==> src/rtl/wm8731_pkg.sv <==
// Shared definitions for the WM8731 configuration controller: FSM state
// encoding and the codec's I2C address constants.
package wm8731_pkg;

  typedef enum logic [3:0] {
    ST_IDLE,
    ST_FETCH,
    ST_START,
    ST_SHIFT,
    ST_ACK,
    ST_STOP,
    ST_GAP,
    ST_DONE,
    ST_ERROR
  } state_e;

  // WM8731 with CSB tied low answers on 7'h1A; the write address byte is 8'h34.
  localparam logic [6:0] WM8731_DEV_ADDR = 7'h1A;
  localparam logic [7:0] WM8731_WR_ADDR  = {WM8731_DEV_ADDR, 1'b0};

  // First byte of a write transaction: 7-bit address followed by R/W=0.
  function automatic logic [7:0] wr_addr_byte(input logic [6:0] dev_addr);
    return {dev_addr, 1'b0};
  endfunction

endpackage

==> src/rtl/i2c_tick_gen.sv <==
// Free-running divider producing a one-cycle quarter-bit tick every DIV clocks.
module i2c_tick_gen #(
  parameter int unsigned DIV = 10
) (
  input  logic i_clk,
  input  logic i_rst,
  output logic o_tick
);

  localparam int unsigned CW = (DIV > 1) ? $clog2(DIV) : 1;

  logic [CW-1:0] r_cnt;
  logic          r_tick;

  // Count 0..DIV-1 and flag the wrap as the tick.
  always_ff @(posedge i_clk) begin
    // NOTE: sequential state uses non-blocking assignments so every register
    // samples the pre-edge values, independent of statement order.
    if (i_rst) begin
      r_cnt  <= '0;
      r_tick <= 1'b0;
    end else if (r_cnt == CW'(DIV - 1)) begin
      r_cnt  <= '0;
      r_tick <= 1'b1;
    end else begin
      r_cnt  <= r_cnt + CW'(1);
      r_tick <= 1'b0;
    end
  end

  assign o_tick = r_tick;

endmodule

==> src/rtl/wm8731_cfg_ctrl.sv <==
// WM8731 configuration controller: walks a register LUT and writes each
// 16-bit word to the codec over I2C, retrying NACKed words.
module wm8731_cfg_ctrl
  import wm8731_pkg::*;
#(
  parameter int unsigned CLK_FREQ  = 50_000_000,
  parameter int unsigned I2C_FREQ  = 100_000,
  parameter int unsigned LUT_SIZE  = 10,
  parameter int unsigned MAX_RETRY = 3,
  parameter logic [6:0]  DEV_ADDR  = WM8731_DEV_ADDR
) (
  input  logic        iCLK,
  input  logic        iRST,
  input  logic        iSTART,
  output logic [7:0]  LUT_INDEX,
  input  logic [15:0] LUT_DATA,
  output logic        I2C_SCLK,
  output logic        I2C_SDAT_OE,
  input  logic        I2C_SDAT_IN,
  output logic        CFG_BUSY,
  output logic        CFG_DONE,
  output logic        CFG_ERR
);

  localparam int unsigned DIV_RAW = CLK_FREQ / (4 * I2C_FREQ);
  localparam int unsigned DIV     = (DIV_RAW == 0) ? 1 : DIV_RAW;

  state_e      r_state, w_state_nxt;
  logic [1:0]  r_q,     w_q_nxt;      // quarter within the current bit slot
  logic [2:0]  r_bit,   w_bit_nxt;    // bit within the current byte, MSB first
  logic [1:0]  r_byte,  w_byte_nxt;   // byte within the transaction
  logic [7:0]  r_index, w_index_nxt;
  logic [7:0]  r_retry, w_retry_nxt;
  logic [15:0] r_word,  w_word_nxt;
  logic        r_nack,  w_nack_nxt;
  logic        r_fetch, w_fetch_nxt;  // second FETCH cycle: LUT_DATA is valid
  logic        r_auto,  w_auto_nxt;   // pending auto-start after reset
  logic        r_scl,   w_scl;
  logic        r_oe,    w_oe;
  logic        w_tick;
  logic        w_slot_end;
  logic [7:0]  w_tx_byte;
  logic        w_tx_bit;

  i2c_tick_gen #(
    .DIV (DIV)
  ) u_tick_gen (
    .i_clk  (iCLK),
    .i_rst  (iRST),
    .o_tick (w_tick)
  );

  assign w_slot_end = w_tick && (r_q == 2'd3);

  // Next-state and datapath update logic.
  always_comb begin
    // NOTE: every variable gets a default before the case so no path leaves
    // it unassigned, which would otherwise infer a latch.
    w_state_nxt = r_state;
    w_q_nxt     = w_tick ? r_q + 2'd1 : r_q;
    w_bit_nxt   = r_bit;
    w_byte_nxt  = r_byte;
    w_index_nxt = r_index;
    w_retry_nxt = r_retry;
    w_word_nxt  = r_word;
    w_nack_nxt  = r_nack;
    w_fetch_nxt = r_fetch;
    w_auto_nxt  = r_auto;

    case (r_state)
      ST_IDLE: begin
        if (r_auto || iSTART) begin
          w_state_nxt = ST_FETCH;
          w_index_nxt = '0;
          w_retry_nxt = '0;
          w_fetch_nxt = 1'b0;
          w_auto_nxt  = 1'b0;
        end
      end
      ST_FETCH: begin
        if (r_fetch) begin
          w_word_nxt  = LUT_DATA;
          w_fetch_nxt = 1'b0;
          w_q_nxt     = 2'd0;
          w_state_nxt = ST_START;
        end else begin
          w_fetch_nxt = 1'b1;
        end
      end
      ST_START: begin
        if (w_slot_end) begin
          w_bit_nxt   = '0;
          w_byte_nxt  = '0;
          w_nack_nxt  = 1'b0;
          w_state_nxt = ST_SHIFT;
        end
      end
      ST_SHIFT: begin
        if (w_slot_end) begin
          if (r_bit == 3'd7) begin
            w_state_nxt = ST_ACK;
          end else begin
            w_bit_nxt = r_bit + 3'd1;
          end
        end
      end
      ST_ACK: begin
        if (w_tick && (r_q == 2'd2)) begin
          w_nack_nxt = I2C_SDAT_IN;
        end
        if (w_slot_end) begin
          if (r_nack || (r_byte == 2'd2)) begin
            w_state_nxt = ST_STOP;
          end else begin
            w_byte_nxt  = r_byte + 2'd1;
            w_bit_nxt   = '0;
            w_state_nxt = ST_SHIFT;
          end
        end
      end
      ST_STOP: begin
        if (w_slot_end) begin
          if (!r_nack) begin
            w_state_nxt = ST_GAP;
          end else if (r_retry >= 8'(MAX_RETRY)) begin
            w_state_nxt = ST_ERROR;
          end else begin
            w_retry_nxt = r_retry + 8'd1;
            w_state_nxt = ST_START;
          end
        end
      end
      ST_GAP: begin
        if (w_slot_end) begin
          if (r_index < 8'(LUT_SIZE - 1)) begin
            w_index_nxt = r_index + 8'd1;
            w_retry_nxt = '0;
            w_fetch_nxt = 1'b0;
            w_state_nxt = ST_FETCH;
          end else begin
            w_state_nxt = ST_DONE;
          end
        end
      end
      ST_DONE, ST_ERROR: begin
        if (iSTART) begin
          w_index_nxt = '0;
          w_retry_nxt = '0;
          w_fetch_nxt = 1'b0;
          w_state_nxt = ST_FETCH;
        end
      end
      default: w_state_nxt = ST_IDLE;
    endcase
  end

  always_comb begin
    case (r_byte)
      2'd0:    w_tx_byte = wr_addr_byte(DEV_ADDR);
      2'd1:    w_tx_byte = r_word[15:8];
      default: w_tx_byte = r_word[7:0];
    endcase
  end

  assign w_tx_bit = w_tx_byte[3'd7 - r_bit];

  // Bus levels per slot quarter: SCL low in q0/q1, high in q2/q3.
  always_comb begin
    w_scl = 1'b1;
    w_oe  = 1'b0;
    case (r_state)
      ST_START: w_oe = r_q[1];                     // SDA falls while SCL high
      ST_SHIFT: begin
        w_scl = r_q[1];
        w_oe  = ~w_tx_bit;
      end
      ST_ACK:   w_scl = r_q[1];                    // SDA released for slave
      ST_STOP: begin
        w_scl = r_q[1];
        w_oe  = (r_q != 2'd3);                     // SDA rises while SCL high
      end
      default: ;
    endcase
  end

  // State and datapath registers; reset aborts any transfer on the spot.
  always_ff @(posedge iCLK) begin
    if (iRST) begin
      r_state <= ST_IDLE;
      r_q     <= '0;
      r_bit   <= '0;
      r_byte  <= '0;
      r_index <= '0;
      r_retry <= '0;
      r_word  <= '0;
      r_nack  <= 1'b0;
      r_fetch <= 1'b0;
      r_auto  <= 1'b1;
      r_scl   <= 1'b1;
      r_oe    <= 1'b0;
    end else begin
      r_state <= w_state_nxt;
      r_q     <= w_q_nxt;
      r_bit   <= w_bit_nxt;
      r_byte  <= w_byte_nxt;
      r_index <= w_index_nxt;
      r_retry <= w_retry_nxt;
      r_word  <= w_word_nxt;
      r_nack  <= w_nack_nxt;
      r_fetch <= w_fetch_nxt;
      r_auto  <= w_auto_nxt;
      r_scl   <= w_scl;
      r_oe    <= w_oe;
    end
  end

  assign LUT_INDEX   = r_index;
  assign I2C_SCLK    = r_scl;
  assign I2C_SDAT_OE = r_oe;
  assign CFG_DONE    = (r_state == ST_DONE);
  assign CFG_ERR     = (r_state == ST_ERROR);
  assign CFG_BUSY    = !((r_state == ST_IDLE) || (r_state == ST_DONE) ||
                         (r_state == ST_ERROR));

endmodule

==> config.mk <==
export PLATFORM = sky130hd
export DESIGN_NAME = wm8731_cfg_ctrl
export DESIGN_NICKNAME = d
export VERILOG_FILES = /design/src/rtl/wm8731_pkg.sv /design/src/rtl/i2c_tick_gen.sv /design/src/rtl/wm8731_cfg_ctrl.sv
export SDC_FILE = /design/constraint.sdc
export NUM_CORES = 1
export LEC_CHECK = 0
export ABC_AREA = 1
export CAP_MARGIN = 10
export CELL_PAD_IN_SITES_DETAIL_PLACEMENT = 1
export CELL_PAD_IN_SITES_GLOBAL_PLACEMENT = 1
export CORE_MARGIN = 2
export CORE_UTILIZATION = 41
export CTS_BUF_LIST = sky130_fd_sc_hd__clkbuf_8
export CTS_CLUSTER_DIAMETER = 50
export CTS_CLUSTER_SIZE = 14
export DETAILED_ROUTE_END_ITERATION = 6
export PLACE_DENSITY_LB_ADDON = 0.3
export SLEW_MARGIN = 5
export SYNTH_ARGS = -nofsm -noshare
export SYNTH_HDL_FRONTEND = slang
export SYNTH_SLANG_ARGS = --single-unit
==> constraint.sdc <==
create_clock -name iCLK -period 2.25 [get_ports iCLK]
set_clock_uncertainty 0.2 [all_clocks]
set_input_delay 0.3375 -clock iCLK [delete_from_list [all_inputs] [get_ports iCLK]]
set_output_delay 0.3375 -clock iCLK [all_outputs]
set_load 0.01 [all_outputs]
# After elaboration in Yosys (flattened, before gate mapping)
# Index checks and enable logic that the tools add are counted.
dict set report totals {
  ff_bits 56
  latch_bits 0
  ramBits 0
  romBits 0
  inputBits 20
  out_inout_bits 13
  word_cells 135
  mem_count 0
}
dict set report op_classes {
  addsub 7
  n_mul 0
  div_mod_pow 0
  n_lt_le_gt_ge 3
  eq_ne 30
  n_shift 0
  n_mux 52
  bitwise_logic 2
  n_reduce_logical 27
}
# op n
set op_table {}
lappend op_table {{$mux W8} 9}
lappend op_table {{$mux W4} 11}
lappend op_table {{$ne A2 B2 Y1 const B} 16}
lappend op_table {{$pmux W4 S8} 1}
lappend op_table {{$pmux W8 S4} 1}
lappend op_table {{$pmux W8 S3} 1}
lappend op_table {{$mux W3} 7}
lappend op_table {{$add A8 B1 Y8 const B} 2}
lappend op_table {{$eq A4 B3 Y1 const B} 4}
lappend op_table {{$pmux W8 S2} 1}
lappend op_table {{$mux W2} 6}
lappend op_table {{$reduce_and A5 Y1} 2}
lappend op_table {{$mux W1} 9}
lappend op_table {{$pmux W3 S3} 1}
lappend op_table {{$reduce_and A9 Y1} 1}
lappend op_table {{$eq A4 B2 Y1 const B} 2}
lappend op_table {{$ge A8 B2 Y1 const B} 1}
lappend op_table {{$lt A8 B4 Y1 const B} 1}
lappend op_table {{$reduce_and A8 Y1} 1}
lappend op_table {{$reduce_bool A4 Y1} 2}
lappend op_table {{$add A7 B1 Y7 const B} 1}
lappend op_table {{$eq A7 B7 Y1 const B} 1}
lappend op_table {{$eq A2 B2 Y1 const B} 3}
lappend op_table {{$reduce_and A6 Y1} 1}
lappend op_table {{other kinds (26)} 36}

# Longest topological paths before layout
# Gate-level depths: netlist of run 1.
dict set report logic_depth {
  word_depth 6
  mapped_depth 12
  depth_no_buf 12
}

# By module
# Synthesis of run 1 repeated with hierarchy kept, for this count alone.
dict set report unflattened {
  hier_cells 416
  hier_area_um2 2859.0
}
# module n_inst cells_each area_per_inst_um2 seq_area_each_um2
set by_module_without_submodules {}
lappend by_module_without_submodules {wm8731_cfg_ctrl 1 371 2494.9 960.9}
lappend by_module_without_submodules {i2c_tick_gen 1 45 364.1 160.2}

# Least setup slack after synthesis of run 1
# Ideal clock, no wire load.
dict set report synth_path {
  path_type {register to register}
  start {register r_index[0] (netlist: LUT_INDEX[0])}
  end {register r_fetch}
  arrival_ns 1.367
  required_time_ns 1.931
  path_slack_ns 0.564
  stages_incl_launch_ff 12
  path_cell_list {dfxtp_1 -> inv_1 -> ha_1 -> a21oi_1 -> nor2_1 -> nand2_1 -> nand2_2 -> nand3_2 -> buf_4 -> nand3_1 -> nand2_1 -> nor2_2}
}
dict set report synth_between {
  elab_chain_len 3
}
# element line
set synth_lines {}
lappend synth_lines {{from (decl)} wm8731_cfg_ctrl.sv:32} ;# logic [7:0] r_index, w_index_nxt;
lappend synth_lines {{from (signal assigned)} wm8731_cfg_ctrl.sv:206} ;# r_index <= w_index_nxt;
lappend synth_lines {{$lt A8 B4 Y1} wm8731_cfg_ctrl.sv:135} ;# if (r_index < 8'(LUT_SIZE - 1)) begin
lappend synth_lines {{$ne A2 B2 Y1 (no source line)} -}
lappend synth_lines {{$reduce_and A5 Y1 (no source line)} -}
lappend synth_lines {{to (signal assigned)} wm8731_cfg_ctrl.sv:210} ;# r_fetch <= w_fetch_nxt;
lappend synth_lines {{to (decl)} wm8731_cfg_ctrl.sv:36} ;# logic r_fetch, w_fetch_nxt;
# No other way between the ends.
# A chain may end at the register's enable or synchronous reset.

# Worst setup path after layout of run 1
dict set report layout_path {
  start {register r_state[0]}
  end {output CFG_ERR}
}
dict set report layout_between {
  elab_chain_len 1
}
# element line
set layout_lines {}
lappend layout_lines {{from (decl)} wm8731_cfg_ctrl.sv:28} ;# state_e r_state, w_state_nxt;
lappend layout_lines {{from (signal assigned)} wm8731_cfg_ctrl.sv:202} ;# r_state <= w_state_nxt;
lappend layout_lines {{$eq A4 B4 Y1} wm8731_cfg_ctrl.sv:221} ;# assign CFG_ERR = (r_state == ST_ERROR);
lappend layout_lines {{to (decl)} wm8731_cfg_ctrl.sv:22} ;# output logic CFG_ERR
# No other way between the ends.

==> run_results.csv, run 1 <==
group,metric,value,unit
synthesis,postSynth.asyncResetShare,0,%
pwr,p_per_area,859,nW/µm²
global_route,grt_pass1_wl,11.9,mm
sta,rsz0062_at_grt,"no",
cts,clkSinkCount,56,
synthesis,synth.most_common_cell,"nand2_1",
synthesis,syn_nets,438,
sta,fmax,468,MHz
cts,ctsRootBufferMaster,"clkbuf_8",
synthesis,yosysWarningCount,0,
setup_path,path_max_fanout,6,
finish,fin_nets,470,
setup_path,cp-start-kind,"flip-flop",
synthesis,ys.flop_type,"dfxtp_1",
synthesis,synth-seq-cells,56,
pwr,ir_drop,0.353,mV
sta,hold_viol_final,0,
pwr,power.total,0.00283,W
drt,drc,0,
run_status,status,"finished clean",
drt,vias_per_cell,5.07,
floorplanning,core_area,6680,µm²
drt,drtPass1Iterations,4,
cts,numCtsBuffers,5,
floorplanning,die_x,86.5,µm
synthesis,syn_inst,406,
synthesis,synth_area,2790,µm²
min_path,hold_class,"flip-flop to flip-flop",
setup_path,endpoint_kind,"primary output",
cts,htreeDepth,2,
sta,hold_slack,244,ps
finish,drive_gt1_share,9.79,%
synthesis,yosys-top-cells-count,"nand2_1 (94), nor2_1 (67), dfxtp_1 (56)",
sta,max_slew.worst_pin.slew,397,ps
drt,wl_per_cell,13.1,µm
placed_design,dp_hpwl,5.23,mm
drt,antenna_left,0,
drt,vias,2631,
drt,wirelength,6.80,mm
floorplanning,initial_core_util,41.8,%
floorplanning,boundaryPins,33,
finish,fin_util,49.4,%
drt,routedLengthMet1,3.11,mm
drt,top_layer,"met4",
synthesis,yosys-top-cells-area,"dfxtp_1 (40%), nand2_1 (13%), nor2_1 (9.0%)",
drt,drtIter0Drc,80,
synthesis,synth.largest_area_cell,"dfxtp_1",
cts,worstSkewPairLatency,320,ps
drt,wl_met2,3.36,mm
synthesis,post-synth-top-area-fraction,40.1,%
floorplanning,num_rows,30,
sta,finalMaxSlewViolations,0,
setup_path,cp.arrival,1600,ps
cts,cts_tree,"built",
global_route,overflow,0,
global_route,gr-usage-all-layers,19.7,%
floorplanning,die_y,86.5,µm
setup_path,required,1710,ps
cts,cts_buffer_depth,2,
flow_run,maxCapViolations,0,
global_route,grt_max_degree,27,
sta,post-route-min-period,2130,ps
placed_design,place.gp.congestion,0.932,
setup_path,critPathKind,"flip-flop to primary output",
finish,antenna_cells,0,
synthesis,netlist-cell-type-count,27,
global_route,grt_pass1_vias,2650,
pwr,power.leakage,1.41,nW
drt,met3_length,246,µm
finish,synthToLayoutAreaGrowth,18.1,%
global_route,antenna_found_initial,0,
sta,setup_viol,0,
sta,maxSlewHeadroom,73.3,%
cts,post_cts_buffers,0,
cts,holdBufCountCts,0,
sta,finalCritPeriodShare,94.9,%
floorplanning,dieArea,7490,µm²
placed_design,portBuffers,32,
synthesis,syn_area_per_cell,6.88,µm²
synthesis,synth_edf_count,0,
sta,setup_tns,0,ps
synthesis,ys_seq_area_share,40.1,%
cts,cts.clk_slew.worst_paths,110,ps
[worst paths after layout]
kind                   start          to  slack (ps)  cells past startpoint
setup / recovery  r_state[0]     CFG_ERR         120                      4
hold / removal    r_retry[4]  r_retry[4]         240                      2
setup reg to reg      r_q[1]  r_retry[0]         260                     11
hold reg to reg   r_retry[4]  r_retry[4]         240                      2
[metal layers]
layer | GRT usage, % | vias to the layer above
li1 | - | 1353
met1 | 24.9 | 1230
met2 | 34.5 | 39
met3 | 3.33 | 9
met4 | 5.40 | 0
met5 | 0 | -
[cell families after synthesis]
logic type | share of synthesized area, %
and+or+nand+nor | 34.5
buffers and inverters | 7.84
DFF | 40.1
AOI/OAI and AO/OA | 10.6
adders and majority gates | 5.38
xor gates and xnor gates | 1.57
[repair_timing]
| action | 4_1_cts | 5_1_grt |
|---|---|---|
| pin swaps | 0 | 1 |
| gates resized for setup | 3 | 3 |
| endpoints found under the setup margin | 2 | 3 |
[cell usage in the layout, fill, tap and decap left out, types with 7 or more instances in the layout]
| cell | n |
|---|---|
| o21ai_0 | 18 |
| nand2_1 | 93 |
| nand4_1 | 7 |
| ha_1 | 12 |
| nor2_1 | 67 |
| inv_1 | 38 |
| nor2_2 | 8 |
| nand3_1 | 29 |
| nand2_2 | 7 |
| dfxtp_1 | 53 |
| a21oi_1 | 25 |
| inv_2 | 8 |
| clkdlybuf4s50_1 | 31 |
[worst max-delay path, cell delays in order (launching register included)]
cell and delay, ps:
dfxtp_2 380, nor2_4 190, nand3_1 120, inv_1 70, clkdlybuf4s50_1 520
[flip-flops by register name (all words and copies together) (netlist names), 2 cells and up]
name and cells:
r_word 16, LUT_INDEX 8, r_byte 2, u_tick_gen.r_cnt 7
r_bit 3, r_retry 8, r_state 4, r_q 2
[per-stage QoR]
step,setup slack [ps],std cells,cell area (µm²)
finish,115,519,3300
floorplan,564,406,2790
detailed placement,188,511,3190
global route,6.26,519,3300
CTS,21.3,519,3290
global placement,291,511,3190
[final cells by class]
type / count / area [µm²]
clock buffers: 5 / 68.8
multi-input cells: 294 / 1460
flip-flops and latches: 56 / 1120
inverters: 46 / 173
well taps: 80 / 100
fillers: 880 / 3380
repair buffers: 35 / 345
clock inverters: 3 / 26.3
[where the power goes]
| part | total, W | internal [W] | leakage [nW] | switching, W |
|---|---|---|---|---|
| sequential | 0.00121 | 0.00111 | 0.455 | 0.0000924 |
| combinational | 0.00104 | 0.000356 | 0.908 | 0.000688 |
| clock | 0.000582 | 0.000228 | 0.0487 | 0.000354 |
| total | 0.00283 | 0.00170 | 1.41 | 0.00114 |
Note: power is estimated with default switching activity, not from simulation.
==> inputs of run 2 (changes only) <==
--- a/config.mk
+++ b/config.mk
@@ -12,7 +12,6 @@
 export CORE_MARGIN = 2
 export CORE_UTILIZATION = 41
 export CTS_BUF_LIST = sky130_fd_sc_hd__clkbuf_8
-export CTS_CLUSTER_DIAMETER = 50
 export CTS_CLUSTER_SIZE = 14
 export DETAILED_ROUTE_END_ITERATION = 6
 export PLACE_DENSITY_LB_ADDON = 0.3
==> results of run 2 <==
Final layout, timing and power as in run 1 (identical DEF).
